`config.mk`:
```
export PLATFORM = sky130hd
export DESIGN_NAME = collision_scheduler
export DESIGN_NICKNAME = d
export VERILOG_FILES = /design/src/rtl/collision_scheduler.sv
export SDC_FILE = /design/constraint.sdc
export NUM_CORES = 1
export LEC_CHECK = 0
export CORE_ASPECT_RATIO = 0.75
export CORE_MARGIN = 4
export CORE_UTILIZATION = 38
export DETAILED_ROUTE_END_ITERATION = 10
export PLACE_DENSITY = 0.73
export SLEW_MARGIN = 5
export SYNTH_ARGS = -nofsm -noshare
export SYNTH_HDL_FRONTEND = slang
export SYNTH_SLANG_ARGS = --single-unit
```
`constraint.sdc`:
```
create_clock -name clk -period 2.2 [get_ports clk]
set_input_delay 0.33 -clock clk [delete_from_list [all_inputs] [get_ports clk]]
set_output_delay 0.33 -clock clk [all_outputs]
set_load 0.02 [all_outputs]
```
`src/rtl/collision_scheduler.sv`:
```
// Frame-level collision scan: streams the tile table through one registered
// collision checker and publishes the OR of side flags plus the first landing tile.
module collision_scheduler #(
  parameter int N_TILES = 16,
  parameter int IDX_W   = 4
) (
  input  logic             clk,
  input  logic             rst,
  input  logic             start,
  input  logic [9:0]       x_blue,
  input  logic [8:0]       y_blue,
  output logic [IDX_W-1:0] tile_addr,
  input  logic [9:0]       tile_x,
  input  logic [8:0]       tile_y,
  input  logic             tile_valid,
  output logic [9:0]       chk_x_blue,
  output logic [8:0]       chk_y_blue,
  output logic [9:0]       chk_x_ground,
  output logic [8:0]       chk_y_ground,
  input  logic [3:0]       chk_flags,
  output logic             busy,
  output logic             done,
  output logic [3:0]       flags,
  output logic             land_valid,
  output logic [IDX_W-1:0] land_idx
);

  typedef enum logic [1:0] {IDLE, SCAN, DRAIN, DONE} state_t;

  localparam logic [IDX_W-1:0] LAST_IDX = IDX_W'(N_TILES - 1);

  state_t           state_q;
  logic [IDX_W-1:0] addr_q;
  logic [9:0]       xb_q;
  logic [8:0]       yb_q;
  logic             drain_q;
  logic             busy_q;
  logic             done_q;
  logic [3:0]       flags_q;
  logic             land_valid_q;
  logic [IDX_W-1:0] land_idx_q;

  // s1: table data for an issued address is on tile_*; s2: checker result is on chk_flags
  logic             s1_q;
  logic [IDX_W-1:0] s1_idx_q;
  logic             s2_q;
  logic [IDX_W-1:0] s2_idx_q;

  logic [3:0]       acc_q, acc_d;
  logic             landv_q, landv_d;
  logic [IDX_W-1:0] landi_q, landi_d;

  always_comb begin
    acc_d   = acc_q;
    landv_d = landv_q;
    landi_d = landi_q;
    if (s2_q) begin
      acc_d = acc_q | chk_flags;
      if (chk_flags[0] && !landv_q) begin
        landv_d = 1'b1;
        landi_d = s2_idx_q;
      end
    end
  end

  always_ff @(posedge clk or posedge rst) begin
    if (rst) begin
      state_q      <= IDLE;
      addr_q       <= '0;
      xb_q         <= '0;
      yb_q         <= '0;
      drain_q      <= 1'b0;
      busy_q       <= 1'b0;
      done_q       <= 1'b0;
      flags_q      <= '0;
      land_valid_q <= 1'b0;
      land_idx_q   <= '0;
      s1_q         <= 1'b0;
      s1_idx_q     <= '0;
      s2_q         <= 1'b0;
      s2_idx_q     <= '0;
      acc_q        <= '0;
      landv_q      <= 1'b0;
      landi_q      <= '0;
    end else begin
      done_q   <= 1'b0;
      s1_q     <= (state_q == SCAN);
      s1_idx_q <= addr_q;
      s2_q     <= s1_q & tile_valid;
      s2_idx_q <= s1_idx_q;
      acc_q    <= acc_d;
      landv_q  <= landv_d;
      landi_q  <= landi_d;

      case (state_q)
        IDLE: begin
          if (start) begin
            xb_q    <= x_blue;
            yb_q    <= y_blue;
            acc_q   <= '0;
            landv_q <= 1'b0;
            landi_q <= '0;
            addr_q  <= '0;
            busy_q  <= 1'b1;
            state_q <= SCAN;
          end
        end
        SCAN: begin
          if (addr_q == LAST_IDX) begin
            drain_q <= 1'b0;
            state_q <= DRAIN;
          end else begin
            addr_q <= addr_q + IDX_W'(1);
          end
        end
        DRAIN: begin
          // Second drain cycle carries the last tile's result; publish the merged value.
          if (drain_q) begin
            drain_q      <= 1'b0;
            done_q       <= 1'b1;
            flags_q      <= acc_d;
            land_valid_q <= landv_d;
            land_idx_q   <= landv_d ? landi_d : '0;
            state_q      <= DONE;
          end else begin
            drain_q <= 1'b1;
          end
        end
        DONE: begin
          busy_q  <= 1'b0;
          addr_q  <= '0;
          state_q <= IDLE;
        end
        default: state_q <= IDLE;
      endcase
    end
  end

  assign tile_addr    = addr_q;
  assign chk_x_blue   = xb_q;
  assign chk_y_blue   = yb_q;
  assign chk_x_ground = tile_x;
  assign chk_y_ground = tile_y;
  assign busy         = busy_q;
  assign done         = done_q;
  assign flags        = flags_q;
  assign land_valid   = land_valid_q;
  assign land_idx     = land_idx_q;

endmodule

```
[Yosys cells after proc, flatten, opt, wreduce, memory -nomap -nowiden]
Cells that the tools add are included.
Word-level totals
  register bits: 56
  bits of input ports: 46
  word-level logic and storage cells: 66
Operators by class
  $add $sub $neg: 1
  equal/unequal tests: 8
  multiplexer cells: 26
  bitwise gates (word level): 2
  reductions and logical operators: 12
Operators with widths (count)
  two-way mux 4 bit: 10
  one-hot mux 4 bit (3 select lines): 1
  two-way mux 1 bit: 9
  one-hot mux 2 bit (4 select lines): 1
  AND reduction 2 bit: 4
  two-way mux 2 bit: 3
  inequality test 2 bit (second input constant): 3
  AND reduction 3 bit: 2
  adder 4 x 1 -> 4 bit (second input constant): 1
  == test 2 bit (second input constant): 2
  == test 4 bit (second input constant): 1
  bitwise OR 4 bit: 1
  one-hot mux 1 bit (2 select lines): 2
  nonzero test 2 bit: 2
  nonzero test 3 bit: 1
  == test 2 x 1 -> 1 bit (second input constant): 1
  zero test 2 bit: 1
  inequality test 2 x 1 -> 1 bit (second input constant): 1
  AND 1 bit: 1
  logical AND 1 bit: 1
  zero test 1 bit: 1

[Depth between registers and ports, before layout]
  depth in word-level cells: 6
  depth in mapped cells: 7

[Worst setup path before layout]
No wires, ideal clock.
  path kind: register -> register
  start point: reg addr_q[0], in the netlist tile_addr[0]
  end point: reg state_q[1]
  setup time: 0.128 ns
  arrival time: 1.472 ns
  path slack: 0.600 ns
  stages on the path, launching flop included: 5
  period minus slack after synthesis: 1.600 ns
  cell sequence: dfrtp_1 ha_1 nand3_2 a211oi_2 mux2_1
Between the ends
  longest elaborated chain between the ends: 3
RTL lines
  start: declaration: line 33  | logic [IDX_W-1:0] addr_q;
  start signal: assignment: line 113  | addr_q <= addr_q + IDX_W'(1);
  == test 4 bit: line 109  | if (addr_q == LAST_IDX) begin
  inequality test 2 x 1 -> 1 bit (no source line)
  AND reduction 3 bit (no source line)
  end signal: assignment: line 105  | state_q <= SCAN;
  end signal: assignment: line 111  | state_q <= DRAIN;
  end signal: assignment: line 124  | state_q <= DONE;
  end: declaration: line 32  | state_t state_q;
Every way passes these cells.
A chain may end at the register's enable or synchronous reset.

[Worst setup path in the final report]
  start point: reg addr_q[2], in the netlist tile_addr[2]
  end point: out tile_addr[2]
RTL lines
  end: declaration: line 12  | output logic [IDX_W-1:0] tile_addr,
No word-level cell between the ends.

==> summary.txt <==
STA
  • Setup ws final: 394 ps
  • Least-Margin Pin Slew: 651 ps
  • Slew Viols, Final: 0
  • Setup Viol. Count Final: 0
  • RSZ-0062 raised after global routing: false
  • Total negative setup slack: 0 ps
  • Tmin final: 1810 ps
  • Period utilization: 0.821
  • Final Skew: 12.6 ps
  • Fmax achieved: 0.554 GHz
  • Max_slew headroom: 0.565
  • Hold Slack: 314 ps
  • Final Hold Fails: 0

Cells and area
  • Fin area: 0.00302 mm2
  • Area Overhead vs Synth: 28.5%
  • Antenna cells: 0
  • Cell Count, Final, Fillers Out: 349
  • Final Util: 0.511
  • Nets: roughly 320
  • Share of layout cells above drive strength 1: 0.0664

Route
  • Detail Route Antenna Nets: 0
  • DRT iter0 DRCs: 47
  • Max layer used: met4
  • WL met3: 336 um
  • Wire length on met2: 2.05 mm
  • Pre-Repair DR Iteration Count: 4
  • Routed WL: 4.57 mm
  • Drt drc: 0
  • WL/cell: around 13 um
  • Met1 WL: 2.11 mm
  • Vias per cell: 4.68
  • Routed vias: about 1600

Pwr
  • Sw Share: 0.367
  • Static Leak: 1.40 nW
  • NetSw: 1.53 mW
  • Sequential power share: 0.400
  • Clock network power share: 0.167
  • PD cells: 1380 mW/mm2
  • P_int: around 2.6 mW
  • PnR Total Power: 4.17 mW
  • Peak VDD IR: 0.460 mV
  • Combinational share of power: 0.433

Clock tree
  • Clk_lat worst skew: just over 300 ps
  • Clock Sinks: 56
  • Post-cts sizing count: 0
  • Max clock buf depth: 2
  • CTS tree: done
  • Post-CTS Setup Inserts: 0
  • Root buf cell: clkbuf_8
  • Htree depth: 2
  • CTS Hold Bufs: 0
  • Cts bufs inserted: 5
  • Reg clk slew, reported paths: 100 ps

Setup path
  • Worst path required time: 1870 ps
  • Worst Path Buf+Inv: 1
  • Critical path depth: 1
  • Critical path type: reg -> out
  • Crit path capture type: primary output
  • CP Capture Point: tile_addr[2]
  • Cells along the critical path: clkdlybuf4s50_1
  • Crit path max-delay family: buffers and inverters
  • Slowest cell on the critical path: clkdlybuf4s50_1
  • R2r setup slk: 500 ps
  • Worst setup path startpoint: tile_addr[2]
  • Worst Reg-to-Reg Cells: 5
  • Worst-path maximum fanout: 9
  • Startpoint Class: flop
  • Max incr delay on CP: roughly 670 ps
  • CP arrival: 1480 ps
  • FF-to-FF End: state_q[1]
  • Reg2reg start: state_q[0]

Floorplanning
  • Die height: roughly 76 um
  • Starting Density: 0.397
  • DIE AREA: 0.00752 mm2
  • I/O pin count: 99
  • Rows: 24
  • CORE AREA: 0.00592 mm2
  • Die width: 98.8 um

Placed design
  • Cell area after placement: ~0.0029 mm2
  • Pre-CTS setup slack: 467 ps
  • Gpl congestion: 0.719
  • Cell total after placement: between 300 and 400
  • PortBufs: 60
  • Post-DP HPWL: approximately 3.3 mm

Logic synthesis
  • Average size of a mapped cell: 10.4 um2
  • Number of flops mapped to enable cells by yosys: 0
  • Synth top area share: 0.596
  • Library cells used by synthesis: 31
  • Post-synthesis cell count: 227
  • Most frequent cell after synthesis: nand2_1
  • Commonest register cell after synthesis: dfrtp_1
  • Commonest cells in the netlist: 61 x nand2_1, 56 x dfrtp_1, 20 x buf_4
  • Yosys warns: 0
  • Synth top area cells: dfrtp_1 60%, nand2_1 9.7%, buf_4 6.4%
  • FFs w/ async S/R, synth: 1.00
  • Synth Cell Area: around 0.0023 mm2
  • FF+latch count, synth: 56
  • Sequential area share after synthesis: 0.596
  • Syn nets: around 280
  • Area leader, netlist: dfrtp_1

Run
  • Max Cap Viol: 0

GRT
  • GRT Total Usage: 0.129
  • Largest net degree at the start of global routing: 39
  • Number of global-route vias before repair: between 1500 and 2000
  • Gr ovfl total: 0
  • Initial antenna violation count: 0
  • First-pass GRT wire length: 7.89 mm

Status
  • Status: finished, final reports clean

Min path
  • Tightest Hold Check Type: in -> async
how the worst min path moves through the flow:
stage                          endpoint  slack, ps  depth (start not counted)
after CTS                 chk_y_blue[5]        320                          2
after global routing      chk_y_blue[5]        350                          2
after detailed placement    s2_idx_q[2]        330                          0
after global placement      s2_idx_q[3]        330                          0
after floorplan             s2_idx_q[0]        330                          0
final                     chk_y_blue[5]        310                          2
power by group through the flow:
stage	Sequential, mW	Combinational [mW]	Clock (mW)
after CTS	1.67	1.83	0.721
final	1.67	1.80	0.698
after global routing	1.72	1.99	0.764
after detailed placement	1.69	1.83	0
after global placement	1.68	1.79	0
after floorplan	1.99	0.774	0
per-layer routing:
metal | GRT usage | vias to the layer above
met5 | 0 | -
met4 | 0.0532 | 0
met3 | 0.0467 | 9
met2 | 0.193 | 53
met1 | 0.169 | 761
li1 | - | 809
cells by family after synthesis:
family	after synthesis	synth area share
AOI/OAI and AO/OA	32	0.0889
and+or+nand+nor	95	0.170
buffers and inverters	33	0.0911
muxes	5	0.0218
adders and majority gates	6	0.0319
DFF	56	0.596
layout by cell type (no fill, tap or decap), drive strengths merged, types with 2 or more instances in the layout:
master / count
nand2: 61
clkdlybuf4s50: 60
dfrtp: 56
nor2: 19
a21oi: 15
ha: 6
clkbuf: 6
buf: 5
mux2i: 4
a22oi: 4
inv: 4
and2: 3
o21ai: 3
nand3: 3
nor2b: 2
o31ai: 2
nand2b: 2
nor3: 2
a2bb2oi: 2
cell type report:
class | count | area [um2]
Clock buffer | 6 | 82.6
Clock inverter | 2 | 38.8
Fill cell | 554 | 2900
Inverter | 4 | 15.0
Multi-Input combinational cell | 138 | 734
Sequential cell | 56 | 1400
Tap cell | 78 | 97.6
Timing Repair Buffer | 65 | 651
registers in the layout, summed over array words and instances (netlist names), 2 cells and up, named ones only:
name	count
chk_x_blue	10
s1_idx_q	4
flags	4
land_idx	4
landi_q	3
tile_addr	4
s2_idx_q	4
acc_q	4
state_q	2
chk_y_blue	9
No activity file was read; power rests on OpenSTA's default activity.
